[src/rtl/rf16_inq_reader_if.sv]
// Read-port bundle of the inbound queue drain engine: valid/ready entry output.
// With RF_INQ_PARITY_EN defined, the bundle also carries rd_parity.
interface rf16_inq_reader_if #(
    parameter int ENTRY_W = 2,
    parameter int ADDR_W  = 4
);
    logic               rd_valid;
    logic               rd_ready;
    logic [ENTRY_W-1:0] rd_data;
    logic [ADDR_W-1:0]  rd_addr;
`ifdef RF_INQ_PARITY_EN
    logic               rd_parity;
`endif

    modport master (
        input  rd_ready,
        output rd_valid,
        output rd_data,
        output rd_addr
`ifdef RF_INQ_PARITY_EN
        , output rd_parity
`endif
    );

    modport slave (
        output rd_ready,
        input  rd_valid,
        input  rd_data,
        input  rd_addr
`ifdef RF_INQ_PARITY_EN
        , input  rd_parity
`endif
    );
endinterface

[src/rtl/rf16_inq_reader.sv]
// Read-side drain engine for the 16 x 2-bit inbound queue array: occupancy, wrapping read
// pointer, entry capture and valid/ready presentation. Optional RF_INQ_PARITY_EN adds rd_parity.
module rf16_inq_reader #(
    parameter int DEPTH   = 16,
    parameter int ENTRY_W = 2,
    parameter int ADDR_W  = 4
) (
    input  logic                     clk,
    input  logic                     reset_l,
    input  logic                     rd_en,
    input  logic                     push,
    input  logic [DEPTH*ENTRY_W-1:0] inq_ary,
    rf16_inq_reader_if.master        rd_if,
    output logic [ADDR_W:0]          count,
    output logic                     empty,
    output logic                     full,
    output logic                     overflow
);

    typedef enum logic [1:0] {IDLE, LOAD, HOLD} state_t;

    localparam logic [ADDR_W:0] DEPTH_CNT = (ADDR_W+1)'(DEPTH);

    state_t             state;
    logic [ADDR_W-1:0]  rd_ptr;
    logic               valid_q;
    logic [ENTRY_W-1:0] data_q;
    logic [ADDR_W-1:0]  addr_q;
    logic               pop;
    logic               ovf_set;
    logic [ADDR_W:0]    count_nxt;
    logic [ENTRY_W-1:0] entry_sel;

    assign empty     = (count == '0);
    assign full      = (count == DEPTH_CNT);
    assign entry_sel = inq_ary[int'(rd_ptr)*ENTRY_W +: ENTRY_W];

    assign rd_if.rd_valid = valid_q;
    assign rd_if.rd_data  = data_q;
    assign rd_if.rd_addr  = addr_q;

    always_comb begin
        pop       = (state == HOLD) && rd_if.rd_ready;
        ovf_set   = 1'b0;
        count_nxt = count;
        if (push && !pop) begin
            if (full) ovf_set = 1'b1;
            else      count_nxt = count + 1'b1;
        end else if (pop && !push) begin
            count_nxt = count - 1'b1;
        end
    end

    // Fetch decisions look at next occupancy so a push arriving this cycle starts a LOAD at once.
    always_ff @(posedge clk or negedge reset_l) begin
        if (!reset_l) begin
            state    <= IDLE;
            rd_ptr   <= '0;
            count    <= '0;
            valid_q  <= 1'b0;
            data_q   <= '0;
            addr_q   <= '0;
            overflow <= 1'b0;
        end else begin
            count <= count_nxt;
            if (ovf_set) overflow <= 1'b1;
            case (state)
                IDLE: begin
                    if (rd_en && (count_nxt != '0)) state <= LOAD;
                end
                LOAD: begin
                    data_q  <= entry_sel;
                    addr_q  <= rd_ptr;
                    valid_q <= 1'b1;
                    state   <= HOLD;
                end
                HOLD: begin
                    if (pop) begin
                        valid_q <= 1'b0;
                        rd_ptr  <= rd_ptr + 1'b1;
                        state   <= (rd_en && (count_nxt != '0)) ? LOAD : IDLE;
                    end
                end
                default: state <= IDLE;
            endcase
        end
    end

`ifdef RF_INQ_PARITY_EN
    logic parity_q;

    assign rd_if.rd_parity = parity_q;

    always_ff @(posedge clk or negedge reset_l) begin
        if (!reset_l)           parity_q <= 1'b0;
        else if (state == LOAD) parity_q <= ^entry_sel;
    end
`endif

endmodule

[src/flat_wrapper.sv]
// flat-port wrapper written by rule: the top's interface ports become plain ports
module rf16_inq_reader_flat 
#(
    parameter int DEPTH   = 16,
    parameter int ENTRY_W = 2,
    parameter int ADDR_W  = 4
)
  (clk, reset_l, rd_en, push, inq_ary, count, empty, full, overflow, rd_if_rd_ready, rd_if_rd_valid, rd_if_rd_data, rd_if_rd_addr);
  rf16_inq_reader_if #(.ENTRY_W(ENTRY_W), .ADDR_W(ADDR_W)) rd_if_i ();
  input  logic clk;
  input  logic reset_l;
  input  logic rd_en;
  input  logic push;
  input  logic [DEPTH*ENTRY_W-1:0] inq_ary;
  output logic [ADDR_W:0] count;
  output logic empty;
  output logic full;
  output logic overflow;
  input wire logic [$bits(rd_if_i.rd_ready)-1:0] rd_if_rd_ready;
  output wire logic [$bits(rd_if_i.rd_valid)-1:0] rd_if_rd_valid;
  output wire logic [$bits(rd_if_i.rd_data)-1:0] rd_if_rd_data;
  output wire logic [$bits(rd_if_i.rd_addr)-1:0] rd_if_rd_addr;
  assign rd_if_i.rd_ready = rd_if_rd_ready;
  assign rd_if_rd_valid = rd_if_i.rd_valid;
  assign rd_if_rd_data = rd_if_i.rd_data;
  assign rd_if_rd_addr = rd_if_i.rd_addr;
  rf16_inq_reader #(.DEPTH(DEPTH), .ENTRY_W(ENTRY_W), .ADDR_W(ADDR_W)) u_core (.clk(clk), .reset_l(reset_l), .rd_en(rd_en), .push(push), .inq_ary(inq_ary), .rd_if(rd_if_i), .count(count), .empty(empty), .full(full), .overflow(overflow));
endmodule
[config.mk]
export PLATFORM = sky130hd
export DESIGN_NAME = rf16_inq_reader_flat
export DESIGN_NICKNAME = d
export VERILOG_FILES = /design/src/rtl/rf16_inq_reader_if.sv /design/src/rtl/rf16_inq_reader.sv /design/src/flat_wrapper.sv
export SDC_FILE = /design/constraint.sdc
export NUM_CORES = 1
export LEC_CHECK = 0
export ABC_AREA = 0
export BUFFER_PORTS_ARGS = -buffer_cell sky130_fd_sc_hd__buf_2
export CORE_MARGIN = 3
export CORE_UTILIZATION = 45
export CTS_CLUSTER_DIAMETER = 100
export DETAILED_ROUTE_END_ITERATION = 16
export PLACE_DENSITY = 0.75
export SKIP_CTS_REPAIR_TIMING = 1
export SLEW_MARGIN = 20
export SYNTH_ARGS = -nofsm -noshare
export SYNTH_HDL_FRONTEND = slang
export SYNTH_SLANG_ARGS = --single-unit
[constraint.sdc]
create_clock -name clk -period 1.91 [get_ports clk]
set_input_delay 0 -clock clk [delete_from_list [all_inputs] [get_ports clk]]
set_output_delay 0 -clock clk [all_outputs]
set_load 0.02 [all_outputs]
==> summary.md <==
| Metric | Value |
|---|---|
| Status | finished clean |
| Area delta synth->final | 26.4% |
| Largest net degree at the start of global routing | 20 |
| Final hold violation count | 0 |
| Worst slew pin tran | 0.447 ns |
| Final setup skew | 0.00792 ns |
| Worst-skew pair later-pin latency | 0.30 ns |
| First-pass GRT wire length | 4530 um |
| Final global-route overflow total | 0 |
| Ant diodes | 0 |
| PwrDens | 1480 nW/um^2 |
| CP Capture Type | flip-flop |
| Critical path's top delay family | compound AO/OA/AOI/OAI gates |
| Synth Area in XOR/XNOR | 4.97% |
| Leakage power | 0.763 nW |
| Fill cell count | 227 |
| RD Place Congestion | 0.888 |
| Cell chain of the critical path | inv_1 -> ha_1 -> and4b_1 -> a22o_1 -> a22oi_1 -> nor4_1 -> a21oi_1 |
| CP bufs+invs | 1 |
| Fin crit period | 1.78 ns |
| Data arrival time of the worst path | 2.02 ns |
| Cell variety after synth | 36 |
| Clock Tree Buf Depth | 2 |
| Worst Path Required | 2.15 ns |
| Register area | 475 um^2 |
| Clock-pin slew on the worst setup and hold paths | 0.12 ns |
| FF-to-FF setup slack | 0.13 ns |
| DRT Wirelength | 2830 um |
| Post-route DRC | 0 |
| Worst Hold Class | in2reg |
| Clock buffer count from CTS | 3 |
| Post-synthesis adder-cell area fraction | 3.04% |
| Number of port buffers | 51 |
| Initial antenna violation count | 0 |
| EDFF count, synth | 0 |
| Period utilization | 93.2% |
| DP Wirelength | 2280 um |
| Compound-Gate Fraction of Synth Area | 9.63% |
| CORE AREA | 2540 um^2 |
| Crit path launch type | flip-flop |
| CTS tree | built |
| Sequential share of the synthesized area | 38.5% |
| Vias in the first global route | 1058 |
| H-tree levels | 1 |
| Slew HR | 70.2% |
| Asr flop ratio synth | 100% |
| Fraction of layout cells with a size suffix above 1 | 44.8% |
| F_max | 562 MHz |
| Place WS | 0.146 ns |
| All-layer global routing usage | 17.0% |
| CTS Sinks | 19 |
| Post-synth top flop | dfrtp_1 |
| Post-DRT Antenna Nets | 0 |
| Pre-antenna DRT Iters | 4 |
| Initial DRC Count | 32 |
| Critical path type | reg2reg |
| Root buffer cell | clkbuf_4 |
| Peak supply drop | 1.01 mV |
| Syn Inst Count | 113 |
| Ys Warns | 0 |
| WL/cell | 14.5 um |
| Synthesized cell area | 1230 um^2 |
| Via count of the routed design | 1060 |
| Setup ws final | 0.130 ns |
| Final #Nets | 206 |
| I/O pin count | 52 |
| Endpoints failing setup | 0 |
| Die H | 58.4 um |
| Slowest stage cell, crit path | dfrtp_1 |
| Die ar. | 3410 um^2 |
| Avg Vias per Cell | 5.44 |
| Simple-gate share of the synthesized area | 17.8% |
| # rows | 18 |
| Mux share of post-synthesis cell area | 21.4% |
| Combinational family with the most area after synthesis | multiplexers |
| Post-Syn Nets | 153 |
| Unrepaired setup endpoints after global routing | false |
| Crit path max fanout | 7 |
| TNS Setup | 0 ns |
| Post-Syn Area per Cell | 10.9 um^2 |
| Flops & latches, synth | 19 |
| Max-cap violations | 0 |
| Final slew viol count | 0 |
| Width of the die | 58.4 um |
| Area of the multi-input gates | 707 um^2 |
| Largest stage delay on the critical path | 0.46 ns |
| Starting density of the core | 48.5% |
worst reg2reg max path: stages (launching register included):
cell and delay, ns:
dfrtp_1 0.46, inv_1 0.10, ha_1 0.22, and4b_1 0.24, a22o_1 0.23, a22oi_1 0.24
nor4_1 0.08, a21oi_1 0.14
cell usage after synthesis, types with 2 or more instances:
cell,count,share of area (%)
dfrtp_1,19,39
nand2_1,11,3.3
a21oi_1,8,3.2
mux4_2,8,15
o21ai_0,6,2.4
inv_1,5,1.5
mux2i_1,5,4.1
xnor2_1,4,2.8
buf_2,3,1.2
clkbuf_1,3,0.91
ha_1,3,3.0
mux2_2,3,2.7
nand2b_1,3,1.5
nand4_1,3,1.5
nor3_1,3,1.2
xor2_1,3,2.1
nand3_1,2,0.81
nand3b_1,2,1.2
nor2_1,2,0.61
through the flow:
stage | cell area (um^2) | total power [mW] | util [%] | cells | hold WS, ns
floorplan | 1230 | 1.74 | - | 113 | -0.296
global placement | 1500 | 2.06 | 59.1 | 189 | -0.0443
detailed placement | 1500 | 2.10 | 59.1 | 189 | -0.0319
CTS | 1530 | 2.32 | 60.3 | 193 | -0.369
global route | 1560 | 2.49 | 61.3 | 195 | 0.0452
finish | 1560 | 2.31 | 61.3 | 195 | 0.0245
power by group:
part | leakage, nW | switching [mW] | internal (mW)
sequential | 0.234 | 0.279 | 0.588
clock | 0.0139 | 0.137 | 0.0797
combinational | 0.515 | 0.611 | 0.618
cells in the final DEF, fill, tap and decap left out, types with 2 or more instances in the layout:
| cell type | instances |
|---|---|
| inv_1 | 5 |
| mux2i_1 | 5 |
| ha_1 | 3 |
| nand2b_1 | 3 |
| mux2_2 | 3 |
| a21oi_1 | 8 |
| nor3_1 | 3 |
| buf_4 | 2 |
| dlygate4sd3_1 | 2 |
| nand3_1 | 2 |
| buf_2 | 51 |
| nand3b_1 | 2 |
| nand2_1 | 11 |
| nand4_1 | 3 |
| dfrtp_1 | 19 |
| xnor2_1 | 4 |
| nor2_1 | 2 |
| o21ai_0 | 6 |
| xor2_1 | 3 |
| mux4_2 | 8 |
| clkbuf_4 | 3 |
logic make-up (layout without fill, tap and decap cells):
| kind of cell | Yosys count | after routing |
|---|---|---|
| AND/OR/NAND/NOR | 36 | 36 |
| AO/OA/AOI/OAI | 20 | 20 |
| flip-flops | 19 | 19 |
| multiplexers | 16 | 16 |
| buffers and inverters | 12 | 64 |
| XOR/XNOR | 7 | 7 |
| adder cells (fa/ha/maj) | 3 | 3 |
per-layer routing:
metal / up-vias / GRT usage, % / share of wire (%)
li1: 522 / - / -
met1: 501 / 22.3 / 43
met2: 33 / 29.5 / 51
met3: 4 / 2.85 / 4.8
met4: 0 / 3.31 / 1.0
met5: - / 0 / 0
layout make-up:
class                   count  area share, %
clock buffers               3           1.44
multi-input cells          82           45.3
clock inverters             1          0.482
repair buffers             55           18.6
inverters                   5           1.20
well taps                  30           2.41
flip-flops and latches     19           30.5
state kept, by name, summed over array words and instances (netlist names):
register               count
u_core.count               5
u_core.overflow            1
u_core.rd_if.rd_addr       4
u_core.rd_if.rd_data       2
u_core.rd_if.rd_valid      1
u_core.rd_ptr              4
u_core.state               2
worst paths after layout:
check / end / start / cells past startpoint
max in group asynchronous: u_core.count[1] / reset_l / 2
min: u_core.count[1] / push / 2
min in group asynchronous: u_core.rd_if.rd_addr[2] / reset_l / 2
max reg2reg: u_core.state[0] / u_core.count[1] / 7
min reg2reg: u_core.overflow / u_core.overflow / 1
max: u_core.state[0] / u_core.count[1] / 7
No activity file was read; power rests on OpenSTA's default activity.
